--- config.mk ---
export PLATFORM = sky130hd
export DESIGN_NAME = uart_tx_scheduler
export DESIGN_NICKNAME = d
export VERILOG_FILES = /design/src/rtl/uart_tx_scheduler.sv
export SDC_FILE = /design/constraint.sdc
export NUM_CORES = 1
export LEC_CHECK = 0
export ABC_AREA = 1
export BUFFER_PORTS_ARGS = -buffer_cell sky130_fd_sc_hd__buf_2
export CORE_ASPECT_RATIO = 1.4
export CORE_MARGIN = 5
export CORE_UTILIZATION = 40
export CTS_BUF_LIST = sky130_fd_sc_hd__clkbuf_8
export CTS_CLUSTER_SIZE = 40
export DETAILED_ROUTE_END_ITERATION = 10
export GPL_ROUTABILITY_DRIVEN = 1
export MAX_ROUTING_LAYER = met4
export PLACE_DENSITY_LB_ADDON = 0.08
export SYNTH_ARGS = -nofsm -noshare
export SYNTH_HDL_FRONTEND = slang
export SYNTH_SLANG_ARGS = --single-unit
--- constraint.sdc ---
create_clock -name clk -period 6.1 [get_ports clk]
set_input_delay 0.305 -clock clk [delete_from_list [all_inputs] [get_ports clk]]
set_output_delay 0.305 -clock clk [all_outputs]
set_load 0.1 [all_outputs]
--- src/rtl/uart_tx_scheduler.sv ---
// Round-robin sequencer that shares one memory-mapped UART transmitter between NUM_REQ byte requesters.
// Optional poll timeout: define UART_TX_SCHEDULER_POLL_TIMEOUT_EN.
module uart_tx_scheduler #(
  parameter int unsigned NUM_REQ         = 4,
  parameter logic [31:0] BASE_ADDRESS    = 32'h0,
  parameter logic [31:0] CONTROL_OFFSET  = 32'h0,
  parameter logic [31:0] DIVISION_OFFSET = 32'h4,
  parameter logic [31:0] TX_DATA_OFFSET  = 32'h8,
  parameter logic [31:0] DIVISION        = 32'd0,
  parameter logic [31:0] TX_ENABLE_MASK  = 32'h1,
  parameter logic [31:0] TX_EVENT_MASK   = 32'h4,
  parameter logic [31:0] POLL_LIMIT      = 32'd65535
) (
  input  logic                       clk,
  input  logic                       reset,
  input  logic [NUM_REQ-1:0]         req_valid,
  input  logic [8*NUM_REQ-1:0]       req_data,
  output logic [NUM_REQ-1:0]         req_ready,
  output logic                       busy,
  output logic [$clog2(NUM_REQ)-1:0] grant_id,
  output logic                       m_valid,
  input  logic                       m_ready,
  output logic [31:0]                m_address,
  output logic [3:0]                 m_wstrobe,
  output logic [31:0]                m_wdata,
  input  logic [31:0]                m_rdata,
  output logic                       error
);

  localparam int unsigned ID_W = $clog2(NUM_REQ);

  localparam logic [31:0] CTRL_ADDR = BASE_ADDRESS + CONTROL_OFFSET;
  localparam logic [31:0] DIV_ADDR  = BASE_ADDRESS + DIVISION_OFFSET;
  localparam logic [31:0] DATA_ADDR = BASE_ADDRESS + TX_DATA_OFFSET;

  if (NUM_REQ < 2 || NUM_REQ > 8 || POLL_LIMIT == 32'd0) begin : g_param_check
    $error("uart_tx_scheduler: NUM_REQ must be 2..8 and POLL_LIMIT nonzero");
  end

  typedef enum logic [2:0] {
    S_INIT_DIV,
    S_IDLE,
    S_WR_DATA,
    S_WR_CTRL,
    S_POLL,
    S_CLR
  } state_e;

  state_e           state_q, state_d;
  logic             busy_q, busy_d;
  logic [ID_W-1:0]  grant_id_q, grant_id_d;
  logic [ID_W-1:0]  rr_last_q, rr_last_d;
  logic             m_valid_q, m_valid_d;
  logic [31:0]      m_address_q, m_address_d;
  logic [3:0]       m_wstrobe_q, m_wstrobe_d;
  logic [31:0]      m_wdata_q, m_wdata_d;
  logic             error_d;

  logic             pick_found;
  logic [ID_W-1:0]  pick_idx;
  logic [ID_W-1:0]  pick_cand;
  logic [7:0]       pick_byte;
  logic             xfer_done;
  logic             to_clr;

`ifdef UART_TX_SCHEDULER_POLL_TIMEOUT_EN
  logic [31:0]      poll_cnt_q, poll_cnt_d;
  logic             error_q;
`endif

  assign xfer_done = m_valid_q && m_ready;
  assign pick_byte = req_data[{pick_idx, 3'b000} +: 8];

  // Round-robin search starting just after the last granted requester.
  always_comb begin
    pick_found = 1'b0;
    pick_idx   = '0;
    pick_cand  = '0;
    for (int unsigned k = 1; k <= NUM_REQ; k++) begin
      pick_cand = ID_W'((32'(rr_last_q) + k) % NUM_REQ);
      if (!pick_found && req_valid[pick_cand]) begin
        pick_found = 1'b1;
        pick_idx   = pick_cand;
      end
    end
  end

  // Acceptance strobe is combinational so the requester sees it in the grant cycle.
  always_comb begin
    req_ready = '0;
    if (state_q == S_IDLE && pick_found) begin
      req_ready[pick_idx] = 1'b1;
    end
  end

  always_comb begin
    state_d     = state_q;
    grant_id_d  = grant_id_q;
    rr_last_d   = rr_last_q;
    m_valid_d   = m_valid_q;
    m_address_d = m_address_q;
    m_wstrobe_d = m_wstrobe_q;
    m_wdata_d   = m_wdata_q;
    error_d     = 1'b0;
    to_clr      = 1'b0;
`ifdef UART_TX_SCHEDULER_POLL_TIMEOUT_EN
    poll_cnt_d  = poll_cnt_q;
`endif

    unique case (state_q)
      S_INIT_DIV: begin
        if (!m_valid_q) begin
          m_valid_d   = 1'b1;
          m_address_d = DIV_ADDR;
          m_wstrobe_d = 4'hF;
          m_wdata_d   = DIVISION;
        end else if (xfer_done) begin
          state_d     = S_IDLE;
          m_valid_d   = 1'b0;
          m_wstrobe_d = 4'h0;
        end
      end

      S_IDLE: begin
        if (pick_found) begin
          state_d     = S_WR_DATA;
          grant_id_d  = pick_idx;
          rr_last_d   = pick_idx;
          m_valid_d   = 1'b1;
          m_address_d = DATA_ADDR;
          m_wstrobe_d = 4'hF;
          m_wdata_d   = {24'h0, pick_byte};
        end
      end

      S_WR_DATA: begin
        if (xfer_done) begin
          state_d     = S_WR_CTRL;
          m_address_d = CTRL_ADDR;
          m_wstrobe_d = 4'hF;
          m_wdata_d   = TX_ENABLE_MASK;
        end
      end

      S_WR_CTRL: begin
        if (xfer_done) begin
          state_d     = S_POLL;
          m_address_d = CTRL_ADDR;
          m_wstrobe_d = 4'h0;
          m_wdata_d   = 32'h0;
`ifdef UART_TX_SCHEDULER_POLL_TIMEOUT_EN
          poll_cnt_d  = 32'h0;
`endif
        end
      end

      // A read without the event bit simply leaves the same read request on the bus.
      S_POLL: begin
        if (xfer_done) begin
          if ((m_rdata & TX_EVENT_MASK) != 32'h0) begin
            to_clr = 1'b1;
          end else begin
`ifdef UART_TX_SCHEDULER_POLL_TIMEOUT_EN
            poll_cnt_d = poll_cnt_q + 32'd1;
            if (poll_cnt_d >= POLL_LIMIT) begin
              error_d = 1'b1;
              to_clr  = 1'b1;
            end
`endif
          end
          if (to_clr) begin
            state_d     = S_CLR;
            m_address_d = CTRL_ADDR;
            m_wstrobe_d = 4'hF;
            m_wdata_d   = 32'h0;
          end
        end
      end

      S_CLR: begin
        if (xfer_done) begin
          state_d     = S_IDLE;
          m_valid_d   = 1'b0;
          m_wstrobe_d = 4'h0;
        end
      end

      default: begin
        state_d     = S_INIT_DIV;
        m_valid_d   = 1'b0;
        m_wstrobe_d = 4'h0;
      end
    endcase

    busy_d = (state_d != S_IDLE);
  end

  always_ff @(posedge clk or posedge reset) begin
    if (reset) begin
      state_q     <= S_INIT_DIV;
      busy_q      <= 1'b1;
      grant_id_q  <= '0;
      rr_last_q   <= ID_W'(NUM_REQ - 1);
      m_valid_q   <= 1'b0;
      m_address_q <= 32'h0;
      m_wstrobe_q <= 4'h0;
      m_wdata_q   <= 32'h0;
    end else begin
      state_q     <= state_d;
      busy_q      <= busy_d;
      grant_id_q  <= grant_id_d;
      rr_last_q   <= rr_last_d;
      m_valid_q   <= m_valid_d;
      m_address_q <= m_address_d;
      m_wstrobe_q <= m_wstrobe_d;
      m_wdata_q   <= m_wdata_d;
    end
  end

`ifdef UART_TX_SCHEDULER_POLL_TIMEOUT_EN
  always_ff @(posedge clk or posedge reset) begin
    if (reset) begin
      poll_cnt_q <= 32'h0;
      error_q    <= 1'b0;
    end else begin
      poll_cnt_q <= poll_cnt_d;
      error_q    <= error_d;
    end
  end

  assign error = error_q;
`else
  assign error = 1'b0;
`endif

  assign busy      = busy_q;
  assign grant_id  = grant_id_q;
  assign m_valid   = m_valid_q;
  assign m_address = m_address_q;
  assign m_wstrobe = m_wstrobe_q;
  assign m_wdata   = m_wdata_q;

endmodule
==> flow_summary.toml, run 1 <==
[detailed_routing]
wl_met2_mm = 2.33
wl_per_cell_um = 10.8
firstDrtPassIters = 4
drc = 0
drt-total-wl_mm = 4.67
vias_per_cell = 4.16
top_layer_used = "met4"
postRouteAntennaNets = 0
dr_wl_met3_um = 363
vias = 1797
drt_iter0_markers = 79
drt-met1-wl_mm = 1.93

[global_routing]
grt_overflow_total = 0
grt_start_max_net_pins = 24
antenna_found_initial = 0
grt_pass1_wl_mm = 7.33
grt_pass1_vias = 1659
grt_use_total = 0.136

[synth]
ys.flop_type = "dfrtp_1"
synth_most_common_cell = "nand2_1"
synth_edf_count = 0
syn_area_sq_um = 2070
yosys_warnings = 0
ys_types = 32
avgSynthCellArea_sq_um = 6.72
async_flop_share = 1.00
yosys.area.top_type = "dfrtp_1"
ys_seq_area_frac = 0.280
syn_inst = 308
synth_seq_cells = 23
synth_common_cells = "nand2_1, buf_4, inv_1"
netlist.area_leader.share = 0.242
synth.area.top_cells = "dfrtp_1, nand2_1, buf_4"

[floorplan]
rows = 31
die-area_sq_um = 6730
die_h_um = 95.1
dieWidth_um = 70.8
core_sq_um = 5080
start_util = 0.407
ios = 148

[placement]
hpwl_mm = 3.88
io_buffers = 61
dp.cells = 428
place_congestion = 0.849

[clock_network]
clock_latency_ps = 270
h-tree-depth = 1
cts_root_buf = "clkbuf_8"
clock_sinks = 23
clk_pin_slew_ps = 80
cts_buffer_depth = 2
ctsResizeCount = 0
cts_setup_buffers = 0
cts_inserted_buffers = 3
cts_tree = "built"
ctsHoldBuffers = 0

[status]
outcome = "finished clean"

[finish]
nets = 438
multiInputGateArea_sq_um = 1110
syn2layout_area_growth_pct = 8.23
regArea_sq_um = 579
final_util = 0.441
fill_cells = 571
instances_no_fill = 432
drive_above_1_share = 0.257
insertedDiodeCount = 0

[flow_run]
cap_violations = 0

[hold_path]
min_path_type = "primary input to async pin"

[timing]
worstMarginPinSlew_ps = 863
tns_ps = 0
slew_headroom = 0.424
clock-skew-final_ps = 3.51
setup_viol = 0
rsz0062_at_grt = "no"
clock.fmax_mhz = 290
period_needed_ps = 3450
finalHoldViolations = 0
layout_worst_path_cycle_share = 0.566
slew_viol_final = 0

[critical_path]
critical_path_class = "flip-flop to output pin"
cp_data_required_time_ps = 5790
end_kind = "output pin"
worstPathMaxFanout = 12
critPathLaunchType = "flip-flop"
cp_data_arrival_time_ps = 3150
logic make-up after synthesis:
kind of cell | after synthesis | share of synthesized area
DFF | 23 | 0.280
AOI/OAI and AO/OA | 27 | 0.0738
and+or+nand+nor | 167 | 0.363
other | 1 | 0.00181
buffers and inverters | 90 | 0.281
flip-flops by register name (all words and copies together) (netlist names):
| name | flops |
|---|---|
| m_wdata | 8 |
| busy | 1 |
| state_q | 3 |
| m_valid | 1 |
| grant_id | 2 |
| rr_last_q | 2 |
| m_wstrobe | 4 |
| m_address | 2 |
placed cells by master, fill, tap and decap left out, types with 3 or more instances in the layout:
master,count
a21oi_1,8
buf_2,61
clkbuf_8,3
conb_1,55
dfrtp_1,20
dfstp_2,3
inv_1,21
inv_2,6
nand2_1,116
nand2_2,9
nand3_1,11
nand4_1,3
nor2_1,14
nor3_1,5
o21ai_0,9
o21ai_1,5
layout make-up:
| cell class | count | area share |
|---|---|---|
| clock buffer | 3 | 0.0184 |
| clock inverter | 1 | 0.00224 |
| inverter | 29 | 0.0514 |
| multi-input combinational | 249 | 0.496 |
| sequential | 23 | 0.259 |
| tap | 66 | 0.0369 |
| timing repair buffer | 61 | 0.136 |
per-layer routing:
| layer | GRT usage | up-vias |
|---|---|---|
| met5 | - | - |
| met4 | 0.0439 | 0 |
| met3 | 0.0200 | 4 |
| met2 | 0.235 | 70 |
| met1 | 0.161 | 761 |
| li1 | - | 962 |
critical path, cell delays in order, from the launching register on:
cell and delay [ps]:
dfstp_2 680, inv_6 80, nand2_1 80, nand2_1 50, o21ai_1 260, inv_1 70
nand4_1 210, nand2_1 290, inv_2 140, nand2_2 100, inv_2 220, nand2_1 160
nor2_1 110, buf_2 430
per-stage QoR:
stage                     cell area (sq um)  worst slack [ps]  hold slack [ps]
final                                  2240              2650              200
after global routing                   2240              2390              279
after CTS                              2240              2620              242
after detailed placement               2190              2940              462
after global placement                 2190              2920              460
after floorplan                        2270              1790              305
final timing paths:
| path | start | end | slack, ps | cells past startpoint |
|---|---|---|---|---|
| max | rr_last_q[0] | req_ready[2] | 2650 | 13 |
| min | reset | m_wdata[2] | 200 | 2 |
| max reg2reg | rr_last_q[0] | busy | 3550 | 13 |
| min reg2reg | m_address[3] | m_address[3] | 480 | 2 |
| max in group asynchronous | reset | state_q[2] | 5360 | 2 |
| min in group clk | req_data[25] | m_wdata[1] | 350 | 5 |
Power of run 1 is left out: the tool's default activity adds up to more than one toggle a clock period on the data nets, which glitch-free logic cannot reach.
==> run 2, diff against run 1 <==
--- a/config.mk
+++ b/config.mk
@@ -5,11 +5,11 @@
 export SDC_FILE = /design/constraint.sdc
 export NUM_CORES = 1
 export LEC_CHECK = 0
-export ABC_AREA = 1
+export ABC_AREA = 0
 export BUFFER_PORTS_ARGS = -buffer_cell sky130_fd_sc_hd__buf_2
 export CORE_ASPECT_RATIO = 1.4
 export CORE_MARGIN = 5
-export CORE_UTILIZATION = 40
+export CORE_UTILIZATION = 36
 export CTS_BUF_LIST = sky130_fd_sc_hd__clkbuf_8
 export CTS_CLUSTER_SIZE = 40
 export DETAILED_ROUTE_END_ITERATION = 10
==> constraint.sdc (replaced) <==
create_clock -name clk -period 2.9 [get_ports clk]
set_input_delay 0.145 -clock clk [delete_from_list [all_inputs] [get_ports clk]]
set_output_delay 0.145 -clock clk [all_outputs]
set_load 0.1 [all_outputs]
==> flow_summary.toml, run 2 <==
[status]
outcome = "finished clean"

[floorplan]
core_sq_um = 4840
die_h_um = 93.7
dieWidth_um = 69.8
start_util = 0.372
rows = 30
ios = 148
die-area_sq_um = 6540

[timing]
setup_viol = 0
rsz0062_at_grt = "no"
period_needed_ps = 2470
clock-skew-final_ps = 3.61
slew_headroom = 0.404
clock.fmax_mhz = 405
finalHoldViolations = 0
tns_ps = 0
worstMarginPinSlew_ps = 893
slew_viol_final = 0
layout_worst_path_cycle_share = 0.851

[detailed_routing]
vias = 1452
vias_per_cell = 4.43
drc = 0
wl_per_cell_um = 12.6
drt-total-wl_mm = 4.13
postRouteAntennaNets = 0
firstDrtPassIters = 4
drt_iter0_markers = 51

[global_routing]
grt_use_total = 0.122
grt_pass1_wl_mm = 6.39
grt_overflow_total = 0
grt_start_max_net_pins = 24
use_met1 = 0.143
antenna_found_initial = 0
grt.busiest_layer = "met2"
grt_pass1_vias = 1308
gr-usage-met2 = 0.211
use_met3 = 0.0268

[power_and_ir_drop]
finalPower_mw = 2.84
powerDensity_nw_per_um2 = 1410
ir_drop_mv = 0.673
leakage_nw = 1.08

[flow_run]
cap_violations = 0

[synth]
avgSynthCellArea_sq_um = 8.83
syn_inst = 204
synth_seq_cells = 23
syn_area_sq_um = 1800
async_flop_share = 1.00
synth_most_common_cell = "buf_4"
synth_edf_count = 0
ys_seq_area_frac = 0.322
yosys.area.top_type = "dfrtp_1"
synth_common_cells = "buf_4, dfrtp_1, mux2i_1, nand2_1, nor2_1"
netlist.area_leader.share = 0.278
ys_types = 42
ys.flop_type = "dfrtp_1"
synth.area.top_cells = "dfrtp_1, buf_4, mux2i_1"
yosys_warnings = 0

[critical_path]
ff2ff_setup_slack_ps = 730
crit_slowest_cell = "dfrtp_1"
cp_data_required_time_ps = 2760
r2r-start = "rr_last_q[1]"
critPathLaunchType = "flip-flop"
crit_chain = "nand2b_1 > nor3_2 > nand2_1 > nor2_1 > buf_2"
crit_start = "state_q[1]"
worstPathMaxFanout = 15
end_kind = "output pin"
cp_data_arrival_time_ps = 2320
critical-path-max-stage-delay_ps = 540
critical_path_class = "flip-flop to output pin"
r2r_cells = 6
rr_endpoint = "m_wdata[5]"

[finish]
insertedDiodeCount = 0
largest_reg_flops = 8
drive_above_1_share = 0.299
nets = 336
syn2layout_area_growth_pct = 11.5
mostFrequentLayoutCell = "buf_2"
layout_common_cells = "buf_2, conb_1, dfrtp_1"

[placement]
io_buffers = 61
place_congestion = 0.755
hpwl_mm = 3.38

[clock_network]
cts_root_buf = "clkbuf_8"
ctsHoldBuffers = 0
cts_tree = "built"
cts_setup_buffers = 0
h-tree-depth = 1
clk_pin_slew_ps = 80
ctsResizeCount = 0
clock_latency_ps = 260
cts_inserted_buffers = 3
clock_sinks = 23
cts_buffer_depth = 2

[hold_path]
min_path_type = "primary input to async pin"
==> run 2: layout make-up <==
class | count | area (sq um)
Clock buffer | 3 | 41.3
Clock inverter | 1 | 3.75
Fill cell | 517 | 2840
Inverter | 11 | 41.3
Multi-Input combinational cell | 160 | 918
Sequential cell | 23 | 579
Tap cell | 64 | 80.1
Timing Repair Buffer | 66 | 343
==> run 2: logic make-up after synthesis <==
family	after synthesis	share of synthesized area
buffers and inverters	75	0.281
adders and majority gates	1	0.00556
and+or+nand+nor	48	0.141
AOI/OAI and AO/OA	38	0.148
other	1	0.00208
DFF	23	0.322
muxes	18	0.101
==> run 2: where the power goes <==
group / internal [mW] / switching [mW]
registers: 0.480 / 0.133
clock network: 0.0944 / 0.0997
logic: 0.424 / 1.61
total: 0.999 / 1.84
==> run 2: metrics by stage <==
stage / instances / setup WS (ps) / hold WS, ps / cell area [sq um] / utilization
after floorplan: 258 / 292 / 145 / 2000 / -
after global placement: 324 / 682 / 398 / 1960 / 0.405
after detailed placement: 324 / 683 / 408 / 1960 / 0.405
after CTS: 328 / 403 / 115 / 2010 / 0.414
after global routing: 328 / 165 / 159 / 2010 / 0.414
final: 328 / 432 / 60.5 / 2010 / 0.414
==> run 2: worst max-delay path by stage <==
stage	end	cells after the start
after global placement	req_ready[3]	5
after floorplan	req_ready[1]	5
final	req_ready[2]	5
after global routing	req_ready[3]	5
after detailed placement	m_wdata[5]	6
after CTS	req_ready[3]	5
==> run 2: critical path: cells and delay by family, from the launching register on <==
kind	cells	cell delay [ps]
DFF	1	540
buffers and inverters	1	440
and+or+nand+nor	4	1080
==> run 2: routing by layer <==
| layer | routed length, um | vias up |
|---|---|---|
| li1 | - | 707 |
| met1 | 1560 | 674 |
| met2 | 2130 | 69 |
| met3 | 405 | 2 |
| met4 | 31 | 0 |
| met5 | 0 | - |
Power figures use the tool's default switching activity.
==> run 3, diff against run 2 <==
--- a/config.mk
+++ b/config.mk
@@ -8,7 +8,6 @@
 export ABC_AREA = 0
 export BUFFER_PORTS_ARGS = -buffer_cell sky130_fd_sc_hd__buf_2
 export CORE_ASPECT_RATIO = 1.4
-export CORE_MARGIN = 5
 export CORE_UTILIZATION = 36
 export CTS_BUF_LIST = sky130_fd_sc_hd__clkbuf_8
 export CTS_CLUSTER_SIZE = 40
==> flow_summary.toml, run 3 (synthesized netlist as in run 2, its figures left out) <==
[status]
outcome = "finished clean"

[finish]
mostFrequentLayoutCell = "buf_2"
largest_reg_flops = 8
syn2layout_area_growth_pct = 12.0
drive_above_1_share = 0.306
layout_common_cells = "buf_2, conb_1, dfrtp_1"
insertedDiodeCount = 0
nets = 337

[timing]
tns_ps = 0
rsz0062_at_grt = "no"
finalHoldViolations = 0
slew_viol_final = 0
slew_headroom = 0.400
period_needed_ps = 2330
setup_viol = 0
fin_hold_ws_ps = 56.5
clock-skew-final_ps = 4.22
worstMarginPinSlew_ps = 899
layout_worst_path_cycle_share = 0.805
clock.fmax_mhz = 428

[critical_path]
cp_data_required_time_ps = 2760
ff2ff_setup_slack_ps = 950
worstPathMaxFanout = 11
end_kind = "output pin"
crit_start = "rr_last_q[1]"
cp_data_arrival_time_ps = 2190
critical-path-max-stage-delay_ps = 600
path_buf_inv = 1
crit_chain = "nand3b_1 > a31oi_2 > nand2_1 > nor2b_1 > buf_2"
crit_slowest_cell = "dfstp_2"
endpoint = "req_ready[3]"
critPathLaunchType = "flip-flop"
critical_path_class = "flip-flop to output pin"
r2r_cells = 6
cp.depth = 5
crit_family = "simple AND/OR/NAND/NOR gates"
rr_endpoint = "m_wdata[3]"
r2r-start = "rr_last_q[1]"

[clock_network]
cts_buffer_depth = 2
ctsResizeCount = 0
clock_sinks = 23
cts_tree = "built"
cts_setup_buffers = 0
h-tree-depth = 1
ctsHoldBuffers = 0
cts_inserted_buffers = 3
clock_latency_ps = 270
clk_pin_slew_ps = 90
cts_root_buf = "clkbuf_8"

[hold_path]
min_path_type = "primary input to async pin"

[global_routing]
grt_use_total = 0.154
grt_pass1_wl_mm = 5.93
antenna_found_initial = 0
grt_overflow_total = 0
grt_start_max_net_pins = 24
grt_pass1_vias = 1244

[floorplan]
rows = 30
dieWidth_um = 61.8
core_sq_um = 4840
ios = 148
die-area_sq_um = 5290
start_util = 0.372
die_h_um = 85.7

[flow_run]
cap_violations = 0

[power_and_ir_drop]
ir_drop_mv = 0.645
powerDensity_nw_per_um2 = 1420
leakage_nw = 1.08

[detailed_routing]
wl_per_cell_um = 11.5
postRouteAntennaNets = 0
vias = 1465
drc = 0
drt-total-wl_mm = 3.78
firstDrtPassIters = 4
drt_iter0_markers = 35
vias_per_cell = 4.45

[placement]
place_congestion = 0.762
hpwl_mm = 2.91
io_buffers = 61
run 3: cell count changes in the layout (fill, tap and decap cells not counted):
cell      change
clkinv_2      +1
buf_4         +1
inv_1         -1
run 3: power by group:
group / leakage, nW / switching (mW) / internal [mW] / total [mW]
registers: 0.278 / 0.112 / 0.480 / 0.592
logic: 0.778 / 1.63 / 0.437 / 2.07
clock network: 0.0255 / 0.109 / 0.0960 / 0.205
total: 1.08 / 1.86 / 1.01 / 2.87
run 3: cell type report:
type	count	area (sq um)
clock buffer	3	41.3
clock inverter	1	5.00
fill	530	2830
inverter	11	41.3
multi-input combinational	160	918
sequential	23	579
tap	64	80.1
timing repair buffer	67	350
run 3: metrics by stage:
step	util	instance area, sq um	power (mW)	cells	worst slack (ps)
floorplan	-	2000	2.40	258	292
global placement	0.407	1970	2.68	325	847
detailed placement	0.407	1970	2.68	325	855
CTS	0.416	2020	2.89	329	551
global route	0.416	2020	3.03	329	398
finish	0.416	2020	2.87	329	565
run 3: routing by layer:
layer  up-vias  wire [um]  part of all wire  track usage
li1        705          -                 -            -
met1       688       1630              0.43        0.196
met2        70       1950              0.51        0.251
met3         2        163             0.043      0.00905
met4         0         38             0.010       0.0545
met5         -          0                 0            -
run 3: worst min path at each step:
stage	cells past startpoint	slack [ps]	startpoint	end
floorplan	1	140	reset	grant_id[0]
global placement	2	390	reset	m_wstrobe[2]
detailed placement	2	400	reset	m_wstrobe[2]
CTS	2	100	reset	m_wstrobe[2]
global route	2	160	reset	m_wstrobe[2]
finish	2	60	reset	m_wstrobe[2]
